<file path="src/rtl/uart_tx_word_fifo_pkg.sv">
// rtl/uart_tx_word_fifo_pkg.sv - shared constants and entry type for the UART word feeder
package uart_tx_word_fifo_pkg;

    // Default FIFO depth exponent (16 entries)
    localparam int UTXF_DEPTH_LOG2 = 4;

    // Serialiser state encodings
    localparam logic [1:0] UTXF_IDLE  = 2'd0;
    localparam logic [1:0] UTXF_START = 2'd1;
    localparam logic [1:0] UTXF_HOLD  = 2'd2;
    localparam logic [1:0] UTXF_WAIT  = 2'd3;

    // One queued word: byte count minus one, then the data word
    typedef struct packed {
        logic [1:0]  len;
        logic [31:0] data;
    } utxf_entry_t;

    localparam int UTXF_ENTRY_W = $bits(utxf_entry_t);

endpackage

</file>
<file path="src/rtl/sync_fifo.sv">
// rtl/sync_fifo.sv - single-clock circular FIFO with count, full, empty and drop indication
module sync_fifo #(
    parameter int WIDTH      = 8,
    parameter int DEPTH_LOG2 = 4
) (
    input  logic                  clk_i,
    input  logic                  rstn_i,
    input  logic                  clr_i,
    input  logic                  push_i,
    input  logic [WIDTH-1:0]      push_data_i,
    input  logic                  pop_i,
    output logic [WIDTH-1:0]      pop_data_o,
    output logic                  full_o,
    output logic                  empty_o,
    output logic [DEPTH_LOG2:0]   count_o,
    output logic                  drop_o
);

    localparam int DEPTH = 1 << DEPTH_LOG2;

    logic [WIDTH-1:0]      mem [DEPTH];
    logic [DEPTH_LOG2-1:0] wptr;
    logic [DEPTH_LOG2-1:0] rptr;
    logic [DEPTH_LOG2:0]   count;
    logic                  wr_en;
    logic                  rd_en;
    logic [DEPTH_LOG2-1:0] wr_idx;

    assign full_o  = (count == (DEPTH_LOG2 + 1)'(DEPTH));
    assign empty_o = (count == '0);
    assign count_o = count;

    // A flush empties the buffer first, so a push in the same cycle always lands
    assign wr_en  = push_i && (clr_i || !full_o);
    // A pop in the same cycle never makes room for a push against a full buffer
    assign drop_o = push_i && full_o && !clr_i;
    assign rd_en  = pop_i && !empty_o && !clr_i;
    assign wr_idx = clr_i ? '0 : wptr;

    assign pop_data_o = mem[rptr];

    // Storage array; contents need no reset because count gates visibility
    always_ff @(posedge clk_i) begin
        if (wr_en) begin
            mem[wr_idx] <= push_data_i;
        end
    end

    // Pointer and occupancy bookkeeping
    always_ff @(posedge clk_i or negedge rstn_i) begin
        if (!rstn_i) begin
            wptr  <= '0;
            rptr  <= '0;
            count <= '0;
        end else if (clr_i) begin
            rptr  <= '0;
            wptr  <= push_i ? DEPTH_LOG2'(1) : '0;
            count <= push_i ? (DEPTH_LOG2 + 1)'(1) : '0;
        end else begin
            if (wr_en) begin
                wptr <= wptr + 1'b1;
            end
            if (rd_en) begin
                rptr <= rptr + 1'b1;
            end
            case ({wr_en, rd_en})
                2'b10:   count <= count + 1'b1;
                2'b01:   count <= count - 1'b1;
                default: count <= count;
            endcase
        end
    end

endmodule

</file>
<file path="src/rtl/uart_tx_word_fifo.sv">
// rtl/uart_tx_word_fifo.sv - buffered word-to-byte feeder for uart_tx
module uart_tx_word_fifo
    import uart_tx_word_fifo_pkg::*;
#(
    parameter int DEPTH_LOG2 = UTXF_DEPTH_LOG2
) (
    input  logic                clk_i,
    input  logic                rstn_i,
    input  logic                clr_i,
    input  logic                push_i,
    input  logic [31:0]         push_data_i,
    input  logic [1:0]          push_len_i,
    output logic                full_o,
    output logic                empty_o,
    output logic [DEPTH_LOG2:0] level_o,
    output logic                overflow_o,
    output logic                busy_o,
    output logic                tx_start_o,
    output logic [7:0]          tx_data_o,
    input  logic                tx_busy_i
);

    logic [1:0]  state;
    logic [31:0] sh;
    logic [1:0]  rem;
    logic        pop;
    logic        drop;
    utxf_entry_t wr_entry;
    utxf_entry_t head;

    assign wr_entry = {push_len_i, push_data_i};

    // The serialiser only takes a new word while idle; a flush wins over the pop
    assign pop = (state == UTXF_IDLE) && !empty_o && !clr_i;

    sync_fifo #(
        .WIDTH      (UTXF_ENTRY_W),
        .DEPTH_LOG2 (DEPTH_LOG2)
    ) u_fifo (
        .clk_i       (clk_i),
        .rstn_i      (rstn_i),
        .clr_i       (clr_i),
        .push_i      (push_i),
        .push_data_i (wr_entry),
        .pop_i       (pop),
        .pop_data_o  (head),
        .full_o      (full_o),
        .empty_o     (empty_o),
        .count_o     (level_o),
        .drop_o      (drop)
    );

    assign tx_start_o = (state == UTXF_START) && !clr_i;
    assign tx_data_o  = sh[7:0];
    assign busy_o     = !empty_o || (state != UTXF_IDLE) || tx_start_o || tx_busy_i;

    // Serialiser: pop a word, then strobe each byte LSB first, waiting out uart_tx busy
    always_ff @(posedge clk_i or negedge rstn_i) begin
        if (!rstn_i) begin
            state <= UTXF_IDLE;
            sh    <= '0;
            rem   <= '0;
        end else if (clr_i) begin
            state <= UTXF_IDLE;
            sh    <= '0;
            rem   <= '0;
        end else begin
            case (state)
                UTXF_IDLE: begin
                    if (!empty_o) begin
                        sh    <= head.data;
                        rem   <= head.len;
                        state <= UTXF_START;
                    end
                end
                UTXF_START: begin
                    state <= UTXF_HOLD;
                end
                UTXF_HOLD: begin
                    // uart_tx raises busy a cycle after the strobe, so skip one sample
                    state <= UTXF_WAIT;
                end
                UTXF_WAIT: begin
                    if (!tx_busy_i) begin
                        if (rem == 2'd0) begin
                            state <= UTXF_IDLE;
                        end else begin
                            sh    <= sh >> 8;
                            rem   <= rem - 1'b1;
                            state <= UTXF_START;
                        end
                    end
                end
                default: begin
                    state <= UTXF_IDLE;
                end
            endcase
        end
    end

    // Sticky overflow: set by a dropped push, cleared only by flush or reset
    always_ff @(posedge clk_i or negedge rstn_i) begin
        if (!rstn_i) begin
            overflow_o <= 1'b0;
        end else if (clr_i) begin
            overflow_o <= 1'b0;
        end else if (drop) begin
            overflow_o <= 1'b1;
        end
    end

endmodule

</file>
<file path="config.mk">
export PLATFORM = sky130hd
export DESIGN_NAME = uart_tx_word_fifo
export DESIGN_NICKNAME = d
export VERILOG_FILES = /design/src/rtl/uart_tx_word_fifo_pkg.sv /design/src/rtl/sync_fifo.sv /design/src/rtl/uart_tx_word_fifo.sv
export SDC_FILE = /design/constraint.sdc
export NUM_CORES = 1
export LEC_CHECK = 0
export ABC_CLOCK_PERIOD_IN_PS = 12850
export CAP_MARGIN = 40
export CORE_MARGIN = 2
export CORE_UTILIZATION = 40
export DETAILED_ROUTE_END_ITERATION = 10
export GPL_ROUTABILITY_DRIVEN = 0
export GPL_TIMING_DRIVEN = 1
export PLACE_DENSITY = 0.66
export SETUP_SLACK_MARGIN = 0.4
export SYNTH_ARGS = -nofsm -noshare
export SYNTH_HDL_FRONTEND = slang
export SYNTH_SLANG_ARGS = --single-unit
</file>
<file path="constraint.sdc">
create_clock -name clk_i -period 12.85 [get_ports clk_i]
set_input_delay 1.285 -clock clk_i [delete_from_list [all_inputs] [get_ports clk_i]]
set_output_delay 1.285 -clock clk_i [all_outputs]
set_load 0.01 [all_outputs]
</file>
==> impl_metrics.env <==
export IMPL_outcome="complete, no violations"
export IMPL_fillers=4808
export IMPL_hpwl_um=26400
export IMPL_place_area_mm2=0.0248
export IMPL_synth_area_top_cells="edfxtp_1 (70%), mux4_2 (11%), dfrtp_1 (5.4%)"
export IMPL_crit_path_frequent_cell="clkdlybuf4s50_1"
export IMPL_firstDrtPassIters=5
export IMPL_synth_common_cells="edfxtp_1 (544), mux4_2 (111), dfrtp_1 (50)"
export IMPL_dp_cells=1934
export IMPL_crit_slowest_cell="clkdlybuf4s50_1"
export IMPL_yosysSeqAreaShare=0.758
export IMPL_post_cts_setup_buffers=0
export IMPL_slowest_delay_ns=0.51
export IMPL_cts_tree="yes"
export IMPL_grt_pass1_vias=11900
export IMPL_start_util=0.404
export IMPL_regArea_mm2=0.0176
export IMPL_detail_route_antenna_nets=0
export IMPL_clock_power_share=0.325
export IMPL_cp_end_kind="output port"
export IMPL_hold_viol_final=0
export IMPL_drive_gt1_frac=0.220
export IMPL_max_vdd_ir_drop_v=0.000113
export IMPL_max_slew_margin=0.381
export IMPL_clock_path_buffers=3
export IMPL_synth_cell_area_mm2=0.0232
export IMPL_vias=11300
export IMPL_wl_um=48700
export IMPL_ys_async_sr_fraction=0.0842
export IMPL_fmax_mhz=227
export IMPL_n_antenna_cell=0
export IMPL_cts_resized=0
export IMPL_dp_slack_ns=8.43
export IMPL_setup_viol=0
export IMPL_combPwrFrac=0.205
export IMPL_die_area_mm2=0.0600
export IMPL_synth_warnings=0
export IMPL_worstMarginPinSlew_ns=0.927
export IMPL_antenna_found_initial=0
export IMPL_drv_slew=0
export IMPL_finalPower_mw=4.90
export IMPL_htree_levels=2
export IMPL_netSwitchingFraction=0.267
export IMPL_numClockSinks=594
export IMPL_drc_errors=0
export IMPL_fin_cells=2042
export IMPL_die_y_um=245
export IMPL_pwr_share_seq=0.470
export IMPL_drv_cap=0
export IMPL_whs_ns=0.471
export IMPL_hold_path_class="reg -> reg"
export IMPL_switching_power_mw=1.31
export IMPL_synth_edf_count=544
export IMPL_synth_ff_type="edfxtp_1"
export IMPL_worstSkewPairLatency_ns=0.61
export IMPL_row_count=88
export IMPL_cts_clk_slew_worst_paths_ns=0.06
export IMPL_p_leak_nw=8.29
export IMPL_min_period_ns=4.41
export IMPL_io_pins=57
export IMPL_p_per_area_mw_per_mm2=185
export IMPL_synth_top_area_frac=0.704
export IMPL_grt_max_degree=98
export IMPL_ys_types=51
export IMPL_die_w_um=245
export IMPL_cts_made_buffers=57
export IMPL_core_mm2=0.0575
export IMPL_required_ns=11.56
export IMPL_fin_util=0.462
export IMPL_multi_input_area_mm2=0.00530
export IMPL_fin_area_mm2=0.0265
export IMPL_start_kind="input pin"
export IMPL_final_period_utilization=0.343
export IMPL_internal_power_mw=3.59
export IMPL_criticalPathCategory="in -> out"
export IMPL_avgSynthCellArea_um2=20.0
export IMPL_cp_max_fo=27
export IMPL_postCtsHoldBufs=0
export IMPL_area_growth_pct=14.4
export IMPL_nNetsFinal=1277
export IMPL_clock_skew_ns=0.0166
export IMPL_postSynthCellCount=1161
export IMPL_worst_slack_ns=8.44
export IMPL_vias_per_cell=5.55
export IMPL_grt_ovfl_total=0
export IMPL_grt_pass1_wl_um=74400
export IMPL_rsz0062_at_grt="false"
export IMPL_wl_per_cell_um=23.9
export IMPL_io_buffer_count=56
export IMPL_synth_most_common_cell="edfxtp_1"
export IMPL_track_usage=0.166
export IMPL_finalSetupTns_ns=0
export IMPL_path_cells="clkdlybuf4s50_1 > buf_4 > nor2b_1 > or4_1 > clkdlybuf4s50_1"
export IMPL_syn_nets=1210
export IMPL_worstPathArrival_ns=3.13
export IMPL_synth_seq_cells=594
export IMPL_root_buffer="clkbuf_16"
export IMPL_drt_initial_drc_count=1011
export IMPL_yosysTopAreaCell="edfxtp_1"
==> cell type report <==
cell class                      count  area share
Sequential cell                   594       0.663
Multi-Input combinational cell    476       0.200
Tap cell                          765      0.0361
Inverter                            8     0.00113
Timing Repair Buffer               91      0.0330
Clock buffer                       75      0.0570
Clock inverter                     33      0.0101
==> worst paths after layout <==
| kind | startpoint | end | slack [ns] | cells past startpoint |
|---|---|---|---|---|
| max | clr_i | busy_o | 8.44 | 5 |
| min | sh[29]$_DFFE_PN0P_ | sh[29]$_DFFE_PN0P_ | 0.47 | 1 |
| max reg2reg | u_fifo.rptr[1]$_DFFE_PN0P_ | sh[14]$_DFFE_PN0P_ | 9.20 | 6 |
| min reg2reg | sh[29]$_DFFE_PN0P_ | sh[29]$_DFFE_PN0P_ | 0.47 | 1 |
| max in group asynchronous | rstn_i | u_fifo.rptr[0]$_DFFE_PN0P_ | 11.43 | 2 |
| min in group asynchronous | rstn_i | state[1]$_DFFE_PN0P_ | 0.83 | 2 |
==> power groups by stage <==
stage / Combinational (mW) / Sequential [mW] / Clock (mW)
global route: 1.09 / 2.32 / 1.70
detailed placement: 1.02 / 2.34 / 0
global placement: 0.991 / 2.34 / 0
floorplan: 0.771 / 2.29 / 0
finish: 1.00 / 2.30 / 1.59
CTS: 1.02 / 2.30 / 1.63
==> layout by cell type (no fill, tap or decap), types with 4 or more instances in the layout <==
| cell | n |
|---|---|
| a211oi_1 | 27 |
| a21boi_0 | 6 |
| a21o_1 | 7 |
| a21oi_1 | 7 |
| a221oi_1 | 25 |
| a22oi_1 | 18 |
| a32o_1 | 25 |
| buf_4 | 31 |
| clkbuf_1 | 16 |
| clkbuf_16 | 57 |
| clkdlybuf4s50_1 | 55 |
| clkinv_1 | 9 |
| clkinv_2 | 14 |
| dfrtp_1 | 48 |
| edfxtp_1 | 544 |
| ha_1 | 8 |
| inv_1 | 8 |
| mux2_2 | 25 |
| mux2i_1 | 5 |
| mux4_2 | 111 |
| nand2_1 | 15 |
| nand2b_1 | 30 |
| nor2_1 | 21 |
| nor2_4 | 13 |
| nor2b_1 | 33 |
| o22ai_1 | 25 |
| o31ai_1 | 25 |
| xnor2_1 | 4 |
| xor2_1 | 4 |
==> routing by layer <==
metal	GRT usage	share of wire	wire length (um)
met2	0.277	0.50	24400
met5	0	0	0
met3	0.0251	0.049	2390
met4	0.0549	0.024	1190
met1	0.223	0.43	20700
==> critical path: cells and delay by family <==
family                 cells  cell delay (ns)
AND/OR/NAND/NOR            2             0.59
buffers and inverters      3             1.25
==> logic make-up (layout without fill, tap and decap cells) <==
kind of cell	Yosys count	count (layout)	share of synthesized area
buffers and inverters	91	207	0.0191
xor gates and xnor gates	8	8	0.00302
DFF	594	594	0.758
and+or+nand+nor	137	137	0.0318
AOI/OAI and AO/OA	180	180	0.0604
adders and majority gates	10	10	0.00572
muxes	141	141	0.122
==> flip-flops by register name, summed over array words and instances (netlist names) <==
signal	flops
u_fifo.rptr	4
sh	32
u_fifo.mem	544
rem	2
u_fifo.count_o	5
u_fifo.wptr	4
overflow_o	1
state	2
Power figures use the tool's default switching activity.
